[config.mk]
export PLATFORM = sky130hd
export DESIGN_NAME = frame_deformer
export DESIGN_NICKNAME = d
export VERILOG_FILES = /design/src/rtl/error_correction_channel_pkg.sv /design/src/rtl/preamble_correlator.sv /design/src/rtl/frame_deformer.sv
export SDC_FILE = /design/constraint.sdc
export NUM_CORES = 1
export LEC_CHECK = 0
export CORE_AREA = 10 10 116 118
export CTS_CLUSTER_SIZE = 30
export DETAILED_ROUTE_END_ITERATION = 6
export DIE_AREA = 0 0 126 128
export GPL_TIMING_DRIVEN = 0
export PLACE_DENSITY = 0.53
export SYNTH_ARGS = -nofsm -noshare
export SYNTH_HDL_FRONTEND = slang
export SYNTH_SLANG_ARGS = --single-unit
[constraint.sdc]
create_clock -name CLK -period 6.35 [get_ports CLK]
set_input_delay 0.635 -clock CLK [delete_from_list [all_inputs] [get_ports CLK]]
set_output_delay 0.635 -clock CLK [all_outputs]
set_load 0.02 [all_outputs]
[src/rtl/error_correction_channel_pkg.sv]
// Shared definitions for the error-correction channel: frame geometry defaults
// and the per-bit state / frame phase encodings used by former and deformer.
package error_correction_channel_pkg;

  localparam int unsigned         PREAMBLE_LEN_DEF = 30;
  localparam logic [29:0]         PREAMBLE_VAL_DEF = 30'h0123425;
  localparam int unsigned         PAYLOAD_LEN_DEF  = 48;

  typedef enum logic [2:0] {
    ST_WAIT_IN   = 3'd0,
    ST_READ      = 3'd1,
    ST_GET       = 3'd2,
    ST_EVAL      = 3'd3,
    ST_CHECK_OUT = 3'd4,
    ST_SEND      = 3'd5
  } chan_state_e;

  typedef enum logic [1:0] {
    PH_HUNT    = 2'd0,
    PH_PAYLOAD = 2'd1,
    PH_CHECK   = 2'd2
  } chan_phase_e;

endpackage

[src/rtl/preamble_correlator.sv]
// Hamming distance between the received window and the expected preamble.
module preamble_correlator #(
  parameter int unsigned LEN    = 30,
  parameter int unsigned DIST_W = $clog2(LEN + 1)
) (
  input  logic [LEN-1:0]    shift_i,
  input  logic [LEN-1:0]    ref_i,
  output logic [DIST_W-1:0] dist_o
);

  logic [LEN-1:0] diff;

  assign diff = shift_i ^ ref_i;

  always_comb begin
    dist_o = '0;
    for (int unsigned i = 0; i < LEN; i++) begin
      dist_o = dist_o + DIST_W'(diff[i]);
    end
  end

endmodule

[src/rtl/frame_deformer.sv]
// Serial frame deformer: hunts for the preamble, forwards payload bits while
// locked, and flywheels through up to LOCK_MISS-1 corrupted preambles.
module frame_deformer
  import error_correction_channel_pkg::*;
#(
  parameter int unsigned              PREAMBLE_LEN = PREAMBLE_LEN_DEF,
  parameter logic [PREAMBLE_LEN-1:0]  PREAMBLE_VAL = PREAMBLE_LEN'(PREAMBLE_VAL_DEF),
  parameter int unsigned              PAYLOAD_LEN  = PAYLOAD_LEN_DEF,
  parameter int unsigned              MAX_ERR      = 2,
  parameter int unsigned              LOCK_MISS    = 3
) (
  input  logic CLK,
  input  logic RESET_N,
  input  logic FIFO_IN_DATA,
  output logic FIFO_IN_RE,
  input  logic FIFO_IN_EMPTY,
  output logic FIFO_OUT_DATA,
  output logic FIFO_OUT_WE,
  input  logic FIFO_OUT_FULL,
  output logic SYNC_LOCK,
  output logic PREAMBLE_MISS
);

  localparam int unsigned DIST_W  = $clog2(PREAMBLE_LEN + 1);
  localparam int unsigned FILL_W  = DIST_W;
  localparam int unsigned CNT_MAX = (PAYLOAD_LEN > PREAMBLE_LEN) ? PAYLOAD_LEN : PREAMBLE_LEN;
  localparam int unsigned BIT_W   = $clog2(CNT_MAX + 1);
  localparam int unsigned MISS_W  = $clog2(LOCK_MISS + 1);

  chan_state_e             state_q;
  chan_phase_e             phase_q;
  logic [PREAMBLE_LEN-1:0] shift_q;
  logic                    data_q;
  logic [FILL_W-1:0]       fill_q;
  logic [BIT_W-1:0]        bit_cnt_q;
  logic [MISS_W-1:0]       miss_cnt_q;
  logic                    re_q;
  logic                    we_q;
  logic                    odata_q;
  logic                    lock_q;
  logic                    miss_pulse_q;

  logic [DIST_W-1:0]       dist_c;
  logic                    match_c;
  logic [MISS_W-1:0]       miss_inc_c;

  preamble_correlator #(
    .LEN (PREAMBLE_LEN)
  ) u_corr (
    .shift_i (shift_q),
    .ref_i   (PREAMBLE_VAL),
    .dist_o  (dist_c)
  );

  // A match only counts once a full window of real bits has been received.
  assign match_c    = (dist_c <= DIST_W'(MAX_ERR)) && (fill_q >= FILL_W'(PREAMBLE_LEN));
  assign miss_inc_c = miss_cnt_q + MISS_W'(1);

  always_ff @(posedge CLK or negedge RESET_N) begin
    if (!RESET_N) begin
      state_q      <= ST_WAIT_IN;
      phase_q      <= PH_HUNT;
      shift_q      <= '0;
      data_q       <= 1'b0;
      fill_q       <= '0;
      bit_cnt_q    <= '0;
      miss_cnt_q   <= '0;
      re_q         <= 1'b0;
      we_q         <= 1'b0;
      odata_q      <= 1'b0;
      lock_q       <= 1'b0;
      miss_pulse_q <= 1'b0;
    end else begin
      miss_pulse_q <= 1'b0;
      case (state_q)
        ST_WAIT_IN: begin
          if (!FIFO_IN_EMPTY) begin
            state_q <= ST_READ;
            re_q    <= 1'b1;
          end
        end
        ST_READ: begin
          state_q <= ST_GET;
          re_q    <= 1'b0;
        end
        ST_GET: begin
          shift_q <= {FIFO_IN_DATA, shift_q[PREAMBLE_LEN-1:1]};
          data_q  <= FIFO_IN_DATA;
          if (fill_q != FILL_W'(PREAMBLE_LEN)) begin
            fill_q <= fill_q + FILL_W'(1);
          end
          state_q <= ST_EVAL;
        end
        ST_EVAL: begin
          state_q <= ST_WAIT_IN;
          case (phase_q)
            PH_HUNT: begin
              if (match_c) begin
                phase_q    <= PH_PAYLOAD;
                bit_cnt_q  <= '0;
                miss_cnt_q <= '0;
                lock_q     <= 1'b1;
              end
            end
            PH_PAYLOAD: begin
              state_q <= ST_CHECK_OUT;
            end
            PH_CHECK: begin
              if (bit_cnt_q == BIT_W'(PREAMBLE_LEN - 1)) begin
                bit_cnt_q <= '0;
                if (match_c) begin
                  miss_cnt_q <= '0;
                  phase_q    <= PH_PAYLOAD;
                end else begin
                  miss_pulse_q <= 1'b1;
                  if (miss_inc_c == MISS_W'(LOCK_MISS)) begin
                    phase_q    <= PH_HUNT;
                    lock_q     <= 1'b0;
                    miss_cnt_q <= '0;
                  end else begin
                    miss_cnt_q <= miss_inc_c;
                    phase_q    <= PH_PAYLOAD;
                  end
                end
              end else begin
                bit_cnt_q <= bit_cnt_q + BIT_W'(1);
              end
            end
            default: begin
              phase_q <= PH_HUNT;
              lock_q  <= 1'b0;
            end
          endcase
        end
        ST_CHECK_OUT: begin
          // Held bit stays in data_q for as long as the output is full.
          if (!FIFO_OUT_FULL) begin
            state_q <= ST_SEND;
            we_q    <= 1'b1;
            odata_q <= data_q;
          end
        end
        ST_SEND: begin
          state_q <= ST_WAIT_IN;
          we_q    <= 1'b0;
          odata_q <= 1'b0;
          if (bit_cnt_q == BIT_W'(PAYLOAD_LEN - 1)) begin
            bit_cnt_q <= '0;
            phase_q   <= PH_CHECK;
          end else begin
            bit_cnt_q <= bit_cnt_q + BIT_W'(1);
          end
        end
        default: begin
          state_q <= ST_WAIT_IN;
          phase_q <= PH_HUNT;
          re_q    <= 1'b0;
          we_q    <= 1'b0;
          odata_q <= 1'b0;
          lock_q  <= 1'b0;
        end
      endcase
    end
  end

  assign FIFO_IN_RE    = re_q;
  assign FIFO_OUT_WE   = we_q;
  assign FIFO_OUT_DATA = odata_q;
  assign SYNC_LOCK     = lock_q;
  assign PREAMBLE_MISS = miss_pulse_q;

endmodule

==> flow_results.xml <==
<?xml version="1.0" encoding="UTF-8"?>
<metrics>
  <group name="cts">
    <metric name="post_cts_hold_buffer_count" unit="">0</metric>
    <metric name="ctsResizeCount" unit="">0</metric>
    <metric name="cts_buffers" unit="">5</metric>
    <metric name="worstSkewPairLatency" unit="ns">0.29</metric>
    <metric name="cts.path.max_buffers" unit="">2</metric>
    <metric name="cts_tree" unit="">yes</metric>
    <metric name="clk_tree_root_cell" unit="">sky130_fd_sc_hd__clkbuf_16</metric>
    <metric name="cts_setup_buffers" unit="">0</metric>
    <metric name="numClockSinks" unit="">53</metric>
    <metric name="htreeDepth" unit="">2</metric>
    <metric name="clk_pin_slew" unit="ns">0.07</metric>
  </group>
  <group name="setup_path">
    <metric name="cpMaxStageDelayCell" unit="">sky130_fd_sc_hd__fa_1</metric>
    <metric name="crit_chain" unit="">ha_1, inv_1, fa_1, fa_1, inv_1, fa_1, fa_1, inv_1, fa_1, fa_1, fa_1, inv_1, fa_1, inv_1, o22ai_1, nor3_1, nand3_2, a211o_1, mux2_1</metric>
    <metric name="crit_type" unit="">reg2reg</metric>
    <metric name="cp_slowest_stage_delay" unit="ns">0.52</metric>
    <metric name="required_time_of_the_critical_path" unit="ns">6.52</metric>
    <metric name="worstPathBufferInverterCount" unit="">5</metric>
    <metric name="crit_path_frequent_cell" unit="">sky130_fd_sc_hd__fa_1</metric>
    <metric name="setup.worst_path.start_class" unit="">register</metric>
    <metric name="timing.critical_path.arrival" unit="ns">6.17</metric>
    <metric name="highest_fanout_seen_on_the_critical_path" unit="">8</metric>
    <metric name="timing.critical_path.max_delay_family" unit="">adder cells</metric>
    <metric name="setup.worst_path.end_class" unit="">register</metric>
  </group>
  <group name="run">
    <metric name="maxCapViolCount" unit="">0</metric>
  </group>
  <group name="die">
    <metric name="die_height" unit="um">128</metric>
    <metric name="ios" unit="">10</metric>
    <metric name="fp-row-count" unit="">39</metric>
    <metric name="fp.dieW" unit="um">126</metric>
    <metric name="core_region_area" unit="um2">11200</metric>
    <metric name="initial_utilization" unit="%">27.3</metric>
    <metric name="dieArea" unit="um2">16100</metric>
  </group>
  <group name="synth">
    <metric name="synth.avg_cell_area" unit="um2">10.4</metric>
    <metric name="synth_xor_area_share" unit="%">2.29</metric>
    <metric name="post_synth_fa_ha_maj_area_fraction" unit="%">19.6</metric>
    <metric name="synth_compound_gate_area_share" unit="%">11.8</metric>
    <metric name="synth_mux_area_share" unit="%">5.81</metric>
    <metric name="synthesized_instance_count" unit="">293</metric>
    <metric name="synth.yosys.warnings" unit="">0</metric>
    <metric name="ys_seq_area_share" unit="%">43.3</metric>
    <metric name="syn_nets" unit="">332</metric>
    <metric name="largest_family_of_logic_cells_by_synthesized_area" unit="">adder cells</metric>
    <metric name="post_synth_num_cell_types" unit="">40</metric>
    <metric name="synthSimpleGateAreaFrac" unit="%">9.36</metric>
    <metric name="synth_cell_area" unit="um2">3060</metric>
    <metric name="number_of_flip_flops_and_latches_in_the_synthesized_netlist" unit="">53</metric>
  </group>
  <group name="sta">
    <metric name="hold_viol" unit="">0</metric>
    <metric name="max_clock_freq" unit="GHz">0.167</metric>
    <metric name="period_share" unit="%">94.5</metric>
    <metric name="tightest_slew" unit="ns">0.779</metric>
    <metric name="minimum_clock_period" unit="ns">6.00</metric>
    <metric name="skew" unit="ns">0.00413</metric>
    <metric name="worst_slew_margin_rel" unit="%">47.7</metric>
    <metric name="maxSlewViolCount" unit="">0</metric>
    <metric name="grt_setup_unrepaired" unit="">no</metric>
    <metric name="setup_violations" unit="">0</metric>
    <metric name="timing.setup.tns" unit="ns">0</metric>
  </group>
  <group name="placed_design">
    <metric name="dp_hpwl" unit="mm">4.37</metric>
    <metric name="place.port_buffers" unit="">9</metric>
    <metric name="routabilityCongestion" unit="">0.751</metric>
  </group>
  <group name="final_layout">
    <metric name="diodes" unit="">0</metric>
    <metric name="layout-area-overhead-vs-synth" unit="%">15.1</metric>
    <metric name="fin_nets" unit="">349</metric>
    <metric name="final.fill_count" unit="">1138</metric>
    <metric name="final_layout_size_suffix_gt1_share" unit="%">8.68</metric>
  </group>
  <group name="global_route">
    <metric name="maximum_number_of_pins_on_one_net_before_global_route_repair" unit="">34</metric>
    <metric name="first_global_vias" unit="">2098</metric>
    <metric name="groute.usage.overall" unit="%">7.47</metric>
    <metric name="grt_antenna_before_repair" unit="">0</metric>
    <metric name="total_global_routing_overflow" unit="">0</metric>
    <metric name="grt_pass1_wl" unit="mm">10.1</metric>
  </group>
  <group name="run_status">
    <metric name="result_of_the_run" unit="">completed</metric>
  </group>
  <group name="route">
    <metric name="initialDrtViolationCount" unit="">154</metric>
    <metric name="final_antenna_net_count" unit="">0</metric>
    <metric name="via_per_inst" unit="">4.43</metric>
    <metric name="remaining_drc_errors" unit="">0</metric>
    <metric name="firstDrtPassIters" unit="">4</metric>
    <metric name="wirelength" unit="mm">5.71</metric>
    <metric name="avgRoutedWirePerCell" unit="um">12.6</metric>
    <metric name="route.vias.total" unit="">2010</metric>
  </group>
  <group name="min_path">
    <metric name="hold_path.class" unit="">in2async</metric>
  </group>
</metrics>
[worst register-to-register path: stages, from the launching register on]
cell                      delay [ns]
sky130_fd_sc_hd__dfrtp_1        0.39
sky130_fd_sc_hd__ha_1           0.28
sky130_fd_sc_hd__inv_1          0.05
sky130_fd_sc_hd__fa_1           0.47
sky130_fd_sc_hd__fa_1           0.52
sky130_fd_sc_hd__inv_1          0.05
sky130_fd_sc_hd__fa_1           0.47
sky130_fd_sc_hd__fa_1           0.51
sky130_fd_sc_hd__inv_1          0.05
sky130_fd_sc_hd__fa_1           0.52
sky130_fd_sc_hd__fa_1           0.45
sky130_fd_sc_hd__fa_1           0.37
sky130_fd_sc_hd__inv_1          0.09
sky130_fd_sc_hd__fa_1           0.41
sky130_fd_sc_hd__inv_1          0.06
sky130_fd_sc_hd__o22ai_1        0.08
sky130_fd_sc_hd__nor3_1         0.23
sky130_fd_sc_hd__nand3_2        0.22
sky130_fd_sc_hd__a211o_1        0.35
sky130_fd_sc_hd__mux2_1         0.32
[sequential cells by signal, summed over array words and instances, names as in the netlist]
register	cells
bit_cnt_q	6
PREAMBLE_MISS	1
FIFO_OUT_WE	1
SYNC_LOCK	1
state_q	3
phase_q	2
FIFO_OUT_DATA	1
fill_q	5
FIFO_IN_RE	1
shift_q	30
miss_cnt_q	2
[cell families after synthesis]
kind of cell | Yosys count
compound gates | 58
xor+xnor | 8
fa+ha+maj | 35
buf+inv | 63
flops | 53
mux | 16
simple gates | 60
[path summary, 6_finish.rpt]
path / start / end / slack [ns] / cells past startpoint
worst min-delay path: RESET_N / fill_q[2]$_DFFE_PN0P_ / 0.31 / 1
min in group CLK: fill_q[4]$_DFFE_PN0P_ / fill_q[4]$_DFFE_PN0P_ / 0.48 / 1
max in group asynchronous: RESET_N / shift_q[29]$_DFFE_PN0P_ / 5.49 / 2
worst min register to register: fill_q[4]$_DFFE_PN0P_ / fill_q[4]$_DFFE_PN0P_ / 0.48 / 1
worst max register to register: shift_q[1]$_DFFE_PN0P_ / phase_q[0]$_DFFE_PN0P_ / 0.35 / 19
worst max-delay path: shift_q[1]$_DFFE_PN0P_ / phase_q[0]$_DFFE_PN0P_ / 0.35 / 19
[metal layers]
metal  GRT usage, %  up-vias  wire [um]
met3           1.70        2        135
met4           1.67        0          8
li1               -      989          -
met5              0        -          0
met1           9.91     1004       2790
met2           12.1       15       2770
[cells in the mapped netlist]
library cell / n / share of area [%]
sky130_fd_sc_hd__o22ai_1: 1 / 0.20
sky130_fd_sc_hd__o21ba_1: 1 / 0.33
sky130_fd_sc_hd__nand2b_1: 1 / 0.20
sky130_fd_sc_hd__nor3b_1: 1 / 0.25
sky130_fd_sc_hd__a31oi_1: 2 / 0.41
sky130_fd_sc_hd__inv_2: 1 / 0.12
sky130_fd_sc_hd__and3_4: 1 / 0.37
sky130_fd_sc_hd__ha_1: 12 / 4.9
sky130_fd_sc_hd__or3_4: 1 / 0.37
sky130_fd_sc_hd__mux2i_1: 2 / 0.65
sky130_fd_sc_hd__and3_1: 1 / 0.20
sky130_fd_sc_hd__o2bb2ai_1: 5 / 1.4
sky130_fd_sc_hd__nand3_1: 4 / 0.65
sky130_fd_sc_hd__a22oi_1: 1 / 0.25
sky130_fd_sc_hd__maj3_1: 1 / 0.33
sky130_fd_sc_hd__xor2_1: 3 / 0.86
sky130_fd_sc_hd__xnor2_1: 5 / 1.4
sky130_fd_sc_hd__a21oi_1: 7 / 1.1
sky130_fd_sc_hd__a21o_1: 6 / 1.5
sky130_fd_sc_hd__o21ai_1: 2 / 0.33
sky130_fd_sc_hd__nor2b_1: 4 / 0.82
sky130_fd_sc_hd__mux2_2: 12 / 4.4
sky130_fd_sc_hd__a41o_1: 1 / 0.33
sky130_fd_sc_hd__dfrtp_1: 53 / 43
sky130_fd_sc_hd__or4_1: 1 / 0.25
sky130_fd_sc_hd__o32ai_1: 1 / 0.29
sky130_fd_sc_hd__clkbuf_1: 6 / 0.74
sky130_fd_sc_hd__inv_1: 54 / 6.6
sky130_fd_sc_hd__a211o_1: 1 / 0.29
sky130_fd_sc_hd__a32oi_1: 2 / 0.57
sky130_fd_sc_hd__nand2_1: 25 / 3.1
sky130_fd_sc_hd__mux2_1: 2 / 0.74
sky130_fd_sc_hd__nor3_1: 7 / 1.1
sky130_fd_sc_hd__fa_1: 22 / 14
sky130_fd_sc_hd__o21ai_0: 26 / 4.3
sky130_fd_sc_hd__nor2_1: 11 / 1.3
sky130_fd_sc_hd__buf_2: 2 / 0.33
sky130_fd_sc_hd__o21a_1: 2 / 0.49
sky130_fd_sc_hd__or3b_1: 1 / 0.29
sky130_fd_sc_hd__nand4_1: 2 / 0.41
[per-stage QoR]
step                      util, %  instance area (um2)  hold slack [ns]  instances  setup WS [ns]
final                        31.4                 3520            0.313        454          0.351
after global routing         31.4                 3520            0.358        454         0.0884
after CTS                    31.3                 3520            0.338        454          0.248
after detailed placement     29.8                 3340            0.464        446          0.267
after global placement       29.7                 3330            0.458        445          0.269
after floorplan                 -                 3060            0.339        293          0.669
[layout by cell type (no fill, tap or decap), types with 4 or more instances in the layout]
cell type	count
sky130_fd_sc_hd__a21o_1	6
sky130_fd_sc_hd__a21oi_1	7
sky130_fd_sc_hd__clkbuf_1	7
sky130_fd_sc_hd__clkbuf_16	5
sky130_fd_sc_hd__clkdlybuf4s50_1	8
sky130_fd_sc_hd__dfrtp_1	53
sky130_fd_sc_hd__fa_1	22
sky130_fd_sc_hd__ha_1	12
sky130_fd_sc_hd__inv_1	54
sky130_fd_sc_hd__mux2_2	12
sky130_fd_sc_hd__nand2_1	25
sky130_fd_sc_hd__nor2_1	11
sky130_fd_sc_hd__nor2b_1	4
sky130_fd_sc_hd__nor3_1	7
sky130_fd_sc_hd__o21ai_0	26
sky130_fd_sc_hd__o2bb2ai_1	5
sky130_fd_sc_hd__xnor2_1	5
[layout make-up]
type	instances	area [um2]	share of cell area (%)
timing repair buffer	10	105	2.98
inverter	55	206	5.86
buffer	8	32.5	0.924
clock inverter	1	30.0	0.853
tap	143	179	5.08
sequential	53	1330	37.7
multi-input combinational	177	1500	42.6
clock buffer	7	143	4.05
Power is left out: the tool's default activity adds up to more than one toggle a clock period on the data nets, which glitch-free logic cannot reach.
